<file path="src/rtl/rf_scan_ctrl.sv">
// Debug-mode register-file scanner. While debug mode is on it steps the
// second RF read port through every register at a slow rate and hands each
// captured {address, data} pair to the seven-segment display driver with a
// one-cycle valid strobe. In normal mode it sits idle with the read address
// parked at 0.
module rf_scan_ctrl #(
  parameter int ADDR_W   = 3,
  parameter int DATA_W   = 32,
  parameter int NREG     = 8,
  parameter int TICK_DIV = 25000000
) (
  input  logic              clk,
  input  logic              rst,
  input  logic [15:0]       sw_i,
  input  logic [DATA_W-1:0] rd_data,
  output logic [ADDR_W-1:0] scan_addr,
  output logic [ADDR_W-1:0] disp_addr,
  output logic [DATA_W-1:0] disp_data,
  output logic              disp_valid,
  output logic              frame_done
);

  localparam int CNT_W = (TICK_DIV > 1) ? $clog2(TICK_DIV) : 1;

  localparam logic [CNT_W-1:0]  CNT_LAST  = CNT_W'(TICK_DIV - 1);
  localparam logic [ADDR_W-1:0] ADDR_LAST = ADDR_W'(NREG - 1);

  localparam logic [0:0] ST_IDLE = 1'b0;
  localparam logic [0:0] ST_SCAN = 1'b1;

  logic [0:0]        state;
  logic [CNT_W-1:0]  cnt;
  logic [ADDR_W-1:0] next_addr;
  logic              last_in_pass;

  logic dbg_en;
  logic pause;
  logic reverse;
  logic sw_unused;

  assign dbg_en    = sw_i[1];
  assign pause     = sw_i[0];
  assign reverse   = sw_i[2];
  assign sw_unused = ^sw_i[15:3];

  // Next scan address and end-of-pass flag; wrap is modulo NREG, not 2**ADDR_W.
  always_comb begin
    if (reverse) begin
      last_in_pass = (scan_addr == '0);
      next_addr    = last_in_pass ? ADDR_LAST : scan_addr - ADDR_W'(1);
    end else begin
      last_in_pass = (scan_addr == ADDR_LAST);
      next_addr    = last_in_pass ? '0 : scan_addr + ADDR_W'(1);
    end
  end

  // Scan FSM: address stepping, hold counter, capture and strobes.
  always_ff @(posedge clk) begin
    if (rst) begin
      state      <= ST_IDLE;
      scan_addr  <= '0;
      cnt        <= '0;
      disp_addr  <= '0;
      disp_data  <= '0;
      disp_valid <= 1'b0;
      frame_done <= 1'b0;
    end else begin
      disp_valid <= 1'b0;
      frame_done <= 1'b0;
      case (state)
        ST_IDLE: begin
          cnt       <= '0;
          scan_addr <= '0;
          if (dbg_en) begin
            state     <= ST_SCAN;
            scan_addr <= reverse ? ADDR_LAST : '0;
          end
        end
        ST_SCAN: begin
          // Leaving debug beats pause and terminal count.
          if (!dbg_en) begin
            state     <= ST_IDLE;
            scan_addr <= '0;
            cnt       <= '0;
          end else if (pause) begin
            cnt       <= cnt;
          end else if (cnt == CNT_LAST) begin
            disp_addr  <= scan_addr;
            disp_data  <= rd_data;
            disp_valid <= 1'b1;
            frame_done <= last_in_pass;
            scan_addr  <= next_addr;
            cnt        <= '0;
          end else begin
            cnt <= cnt + CNT_W'(1);
          end
        end
        default: begin
          state     <= ST_IDLE;
          scan_addr <= '0;
          cnt       <= '0;
        end
      endcase
    end
  end

endmodule
</file>
<file path="config.mk">
export PLATFORM = sky130hd
export DESIGN_NAME = rf_scan_ctrl
export DESIGN_NICKNAME = d
export VERILOG_FILES = /design/src/rtl/rf_scan_ctrl.sv
export SDC_FILE = /design/constraint.sdc
export NUM_CORES = 1
export LEC_CHECK = 0
export ABC_AREA = 1
export ABC_CLOCK_PERIOD_IN_PS = 1830
export CAP_MARGIN = 20
export CORE_MARGIN = 2
export CORE_UTILIZATION = 48
export CTS_CLUSTER_DIAMETER = 50
export DETAILED_ROUTE_END_ITERATION = 10
export PLACE_DENSITY_LB_ADDON = 0.08
export SYNTH_ARGS = -nofsm -noshare
export SYNTH_HDL_FRONTEND = slang
export SYNTH_SLANG_ARGS = --single-unit
</file>
<file path="constraint.sdc">
create_clock -name clk -period 1.83 [get_ports clk]
set_clock_uncertainty 0.15 [all_clocks]
set_input_delay 0.4575 -clock clk [delete_from_list [all_inputs] [get_ports clk]]
set_output_delay 0.4575 -clock clk [all_outputs]
set_load 0.02 [all_outputs]
</file>
# Word level (Yosys, flattened, before mapping)
# Index checks and enable logic that the tools add are counted.
[op_classes]
add_sub_neg = 3
n_mul = 0
div_mod_pow = 0
n_lt_le_gt_ge = 0
n_eq_ne = 4
shift = 0
muxes = 16
n_bitwise = 4
n_reduce_logical = 5
[ops]
columns = ["operator", "count"]
rows = [
  ["2-to-1 mux 25 bit", 3],
  ["case mux 25 bit (2 select lines)", 1],
  ["adder 25 x 1 -> 25 bit (second input constant)", 1],
  ["equality test 25 bit (second input constant)", 1],
  ["2-to-1 mux 3 bit", 8],
  ["case mux 3 bit (2 select lines)", 1],
  ["OR reduction 5 bit", 1],
  ["NOT 1 bit", 4],
  ["AND reduction 4 bit", 1],
  ["OR reduction 4 bit", 1],
  ["adder 3 x 1 -> 3 bit (second input constant)", 1],
  ["equality test 3 bit (second input constant)", 1],
  ["zero test 3 bit", 1],
  ["2-to-1 mux 1 bit", 3],
  ["!= test 3 x 2 -> 1 bit (second input constant)", 1],
  ["!= test 3 bit (second input constant)", 1],
  ["subtractor 3 x 1 -> 3 bit (second input constant)", 1],
  ["AND reduction 2 bit", 1],
]
[totals]
reg_bits = 66
latchBits = 0
ram_bits = 0
rom_bits = 0
n_memories = 0

# Logic depth before layout (Yosys ltp)
# Gate-level depths: netlist (run 1).
[logic_depth]
ltp_word = 7
ltp_mapped = 11

# Worst setup path before layout (run 1)
# Ideal clock, no wire load.
[synth_timing]
path_type = "reg2reg"
startpoint = "register cnt[0]"
endpoint = "register disp_addr[2]"
setup_ps = 113
arrival_time_ps = 1396
required_ps = 1567
slack_ps = 171
path_stages_with_launch = 10
n_path_buf = 1
path_cell_list = "dfxtp_1 -> ha_1 -> nand3_1 -> nor2_2 -> nand3_1 -> nor2_4 -> nand3_4 -> buf_2 -> nor2_1 -> nor2_1"
[synth_via]
elab_chain_len = 2
[synth_lines]
columns = ["element", "line", "source"]
rows = [
  ["start: declaration", "32", "logic [CNT_W-1:0] cnt;"],
  ["start signal: assignment", "86", "cnt <= cnt;"],
  ["start signal: assignment", "95", "cnt <= cnt + CNT_W'(1);"],
  ["equality test 25 bit", "87", "end else if (cnt == CNT_LAST) begin"],
  ["AND reduction 4 bit (no source line)", "--", ""],
  ["end signal: assignment", "88", "disp_addr <= scan_addr;"],
  ["end: declaration", "17", "output logic [ADDR_W-1:0] disp_addr,"],
]
# No other way between the ends.
# A chain may end at the register's enable or synchronous reset.

# Worst setup path in the final report (run 1)
[layout_timing]
startpoint = "input sw_i[1]"
endpoint = "register cnt[9]"
[layout_via]
elab_chain_len = 2
elab_cells_between_ends = 3
[layout_lines]
columns = ["element", "line", "source"]
rows = [
  ["start: declaration", "14", "input logic [15:0] sw_i,"],
  ["2-to-1 mux 25 bit", "81", "if (!dbg_en) begin"],
  ["case mux 25 bit (2 select lines)", "70", "case (state)"],
]
# Several ways; a longest one is shown, not always the timed one.

==> key figures, run 1 <==
Detailed routing
  • DRC viols: 0
  • Starting DRT DRC Count: 173
  • Routed length per instance: 12.1 microns
  • Via Count: 3321
  • Router iterations before antenna repair: 5
  • Routed WL: 8420 microns
  • Number of vias per cell: 4.79
  • ANT nets after route: 0

Die
  • Core region area: 6420 sq um
  • Die W: 85.9 microns
  • Die area: 7390 sq um
  • Row count: 29
  • Die height: 85.9 microns
  • I/O pin cnt: 90
  • Starting density of the core: 0.502

Timing
  • Fmax: 564 MHz
  • Final Hold Fails: 0
  • Final WS setup: 0.0583 ns
  • Min Tclk post-route: roughly 1.8 ns
  • Share of the cycle needed by the critical path after routing: 0.968
  • Final Setup Violations: 0
  • Worst-margin pin slew: 0.409 ns
  • RSZ-0062 raised after global routing: true
  • Slew Limit Headroom: 0.725
  • Max-slew violations: 0

Global route
  • Gr usage total: 0.224
  • Gr ovfl total: 0
  • First-pass GRT wire length: 13300 microns
  • Pin count of the biggest net entering global routing: 36
  • Initial antenna violation count: 0
  • Vias in the first global route: 3078

Cells and area
  • Layout Cells excl Fill: 694
  • Layout area overhead: 45.4%
  • Share of cells above drive strength 1: 0.143
  • # diodes: 0
  • Nets: 667

Critical path
  • Crit. End Element: flip-flop
  • Crit path top cell by count: buf_4
  • Critical Path AT: roughly 1.9 ns
  • Critical path type: in2reg
  • CP Cell Sequence: clkdlybuf4s50_1, nand2_2, nor2_4, buf_4, nor2_2, buf_4, buf_4, xor2_1, nor2_1
  • Cell depth of the worst flop-to-flop path: 9
  • Crit path max fanout: 5
  • Slowest CP cell: clkdlybuf4s50_1
  • Reg2Reg Setup Slack: 0.07 ns
  • Crit path largest cell delay: 0.49 ns
  • Critical Path RT: approximately 1.9 ns
  • Worst Setup Start Kind: input pin

Place
  • Post-DP HPWL: 5710 microns
  • Placed Instances: 671
  • Final GP Congestion: 0.888
  • IO buf count: 76
  • Placement Setup Slack: -0.314 ns

Logic synthesis
  • Synthesized area: 3220 sq um
  • Post-synth top area cell: dfxtp_1
  • Avg Synthesized Cell Area: 6.50 sq um
  • Synth Flop Type: dfxtp_1
  • Top cells by area, synth: dfxtp_1 41%, nand2_1 16%, nor2_1 15%
  • Syn_nets: around 550
  • Mapped Cells: 496
  • Share of the synthesized area in the top cell type: 0.410
  • Synth unique cells: 25
  • Post-synth EDFFs: 0
  • #FFs+latches synth: 66
  • Asr flop ratio synth: 0
  • Register area share after synthesis: 0.410
  • Synth warnings: 0

Run
  • Max-cap violation count: 0

Clock network
  • CTS max path bufs: 2
  • CTS tree: built
  • H-tree levels: 3
  • Num CTS Buffers: 9
  • CTS sink cnt: 66
  • Post-CTS Hold Fix Bufs: 0
  • Clk slew on worst S/H paths: 0.08 ns
  • Worst-Skew Late Latency: 0.35 ns
  • CTS root buf: clkbuf_8

Power and ir drop
  • Leak Pwr: between 2 and 2.5 nW
  • VDD IR max: 0.000476 V
  • Power Density: 676 nW/um^2

Min path
  • Worst Hold Path Cells: 2
  • Min-delay worst type: reg2reg

Status
  • Status: completed
==> metal layers <==
metal,GRT usage,up-vias,part of all wire
li1,-,1716,-
met1,0.275,1483,0.43
met2,0.375,106,0.48
met3,0.0529,16,0.074
met4,0.0938,0,0.017
met5,0,-,0
==> path summary, 6_finish.rpt <==
check | startpoint | endpoint
setup reg to reg | cnt[1]$_SDFFE_PP0P_ | disp_data[22]$_SDFFE_PP0P_
hold / removal | cnt[23]$_SDFFE_PP0P_ | cnt[23]$_SDFFE_PP0P_
setup / recovery | sw_i[1] | cnt[9]$_SDFFE_PP0P_
hold reg to reg | cnt[23]$_SDFFE_PP0P_ | cnt[23]$_SDFFE_PP0P_
==> where the power goes <==
group | internal (W) | total [W] | leakage [nW] | switching [W]
Combinational | 0.000129 | 0.000222 | 1.69 | 0.0000924
Sequential | 0.00144 | 0.00145 | 0.534 | 0.00000776
Clock | 0.000902 | 0.00149 | 0.111 | 0.000593
Total | 0.00247 | 0.00317 | 2.33 | 0.000693
==> cell families (layout without fill, tap and decap cells) <==
group           count (synthesis)  after routing  share of synthesized area
fa+ha+maj                       5              5                     0.0194
compound gates                 17             17                     0.0279
simple gates                  307            307                      0.392
xor+xnor                       13             13                     0.0353
flops                          66             66                      0.410
buf+inv                        88            209                      0.115
==> final cells by class <==
| cell class | count | area (sq um) |
|---|---|---|
| Fill cell | 541 | 1740 |
| Multi-Input combinational cell | 342 | 1610 |
| Sequential cell | 66 | 1330 |
| Timing Repair Buffer | 118 | 1130 |
| Inverter | 75 | 282 |
| Clock buffer | 9 | 124 |
| Clock inverter | 7 | 118 |
| Tap cell | 77 | 96.3 |
==> worst max-delay path, delay by kind of cell <==
kind | cells | cell delay, ns
xor gates and xnor gates | 1 | 0.14
buffers and inverters | 4 | 0.92
and+or+nand+nor | 4 | 0.34
==> flip-flops by register name (all words and copies together) (netlist names) <==
name	count
disp_addr	3
scan_addr	3
disp_valid	1
disp_data	32
state	1
frame_done	1
cnt	25
==> synth_stat cells (2+ instances only) <==
cell	count
o21bai_1	2
xor2_1	6
a21oi_1	10
ha_1	5
inv_2	2
xnor2_1	7
buf_6	4
nand2_1	135
dfxtp_1	66
buf_4	2
nand3_1	23
nor2_4	3
nand4_1	10
clkinv_1	2
clkbuf_1	4
buf_2	3
inv_1	71
nor2_1	126
o21ai_0	5
nor3_1	5
==> per-stage QoR <==
stage          setup TNS [ns]  hold slack, ns  area [sq um]  power (W)   util
2_1_floorplan               0           0.305          3220    0.00155      -
3_3_place_gp           -12.58           0.319          4320    0.00169  0.672
3_5_place_dp           -13.24           0.324          4320    0.00169  0.672
4_1_cts                     0           0.334          4520    0.00317  0.704
5_1_grt               -0.0996           0.372          4690    0.00326  0.730
6_report                    0           0.331          4690    0.00317  0.730
==> cells in the final DEF, fill, tap and decap left out, types with 8 or more instances in the layout <==
cell             count
dfxtp_1             63
clkdlybuf4s50_1     36
nand2_1            131
nor2_1             118
nand4_1             10
clkbuf_8             9
a21oi_1             10
nor2_2               8
nand3_1             19
dlygate4sd2_1       40
buf_4               33
inv_1               70
==> repair_timing <==
| item | 4_1_cts | 5_1_grt |
|---|---|---|
| buffers inserted | 1 | 3 |
| gates cloned | 0 | 3 |
| endpoints found under the setup margin | 43 | 61 |
| pin swaps | 0 | 7 |
| endpoints found under the hold margin | 0 | 0 |
| resized for setup | 41 | 25 |
Note: power is estimated with default switching activity, not from simulation.
==> run 2, diff against run 1 <==
- SLEW_MARGIN: not set -> 30
==> results of run 2 <==
Same layout as run 1: the final DEF is identical, and so are final timing and power.
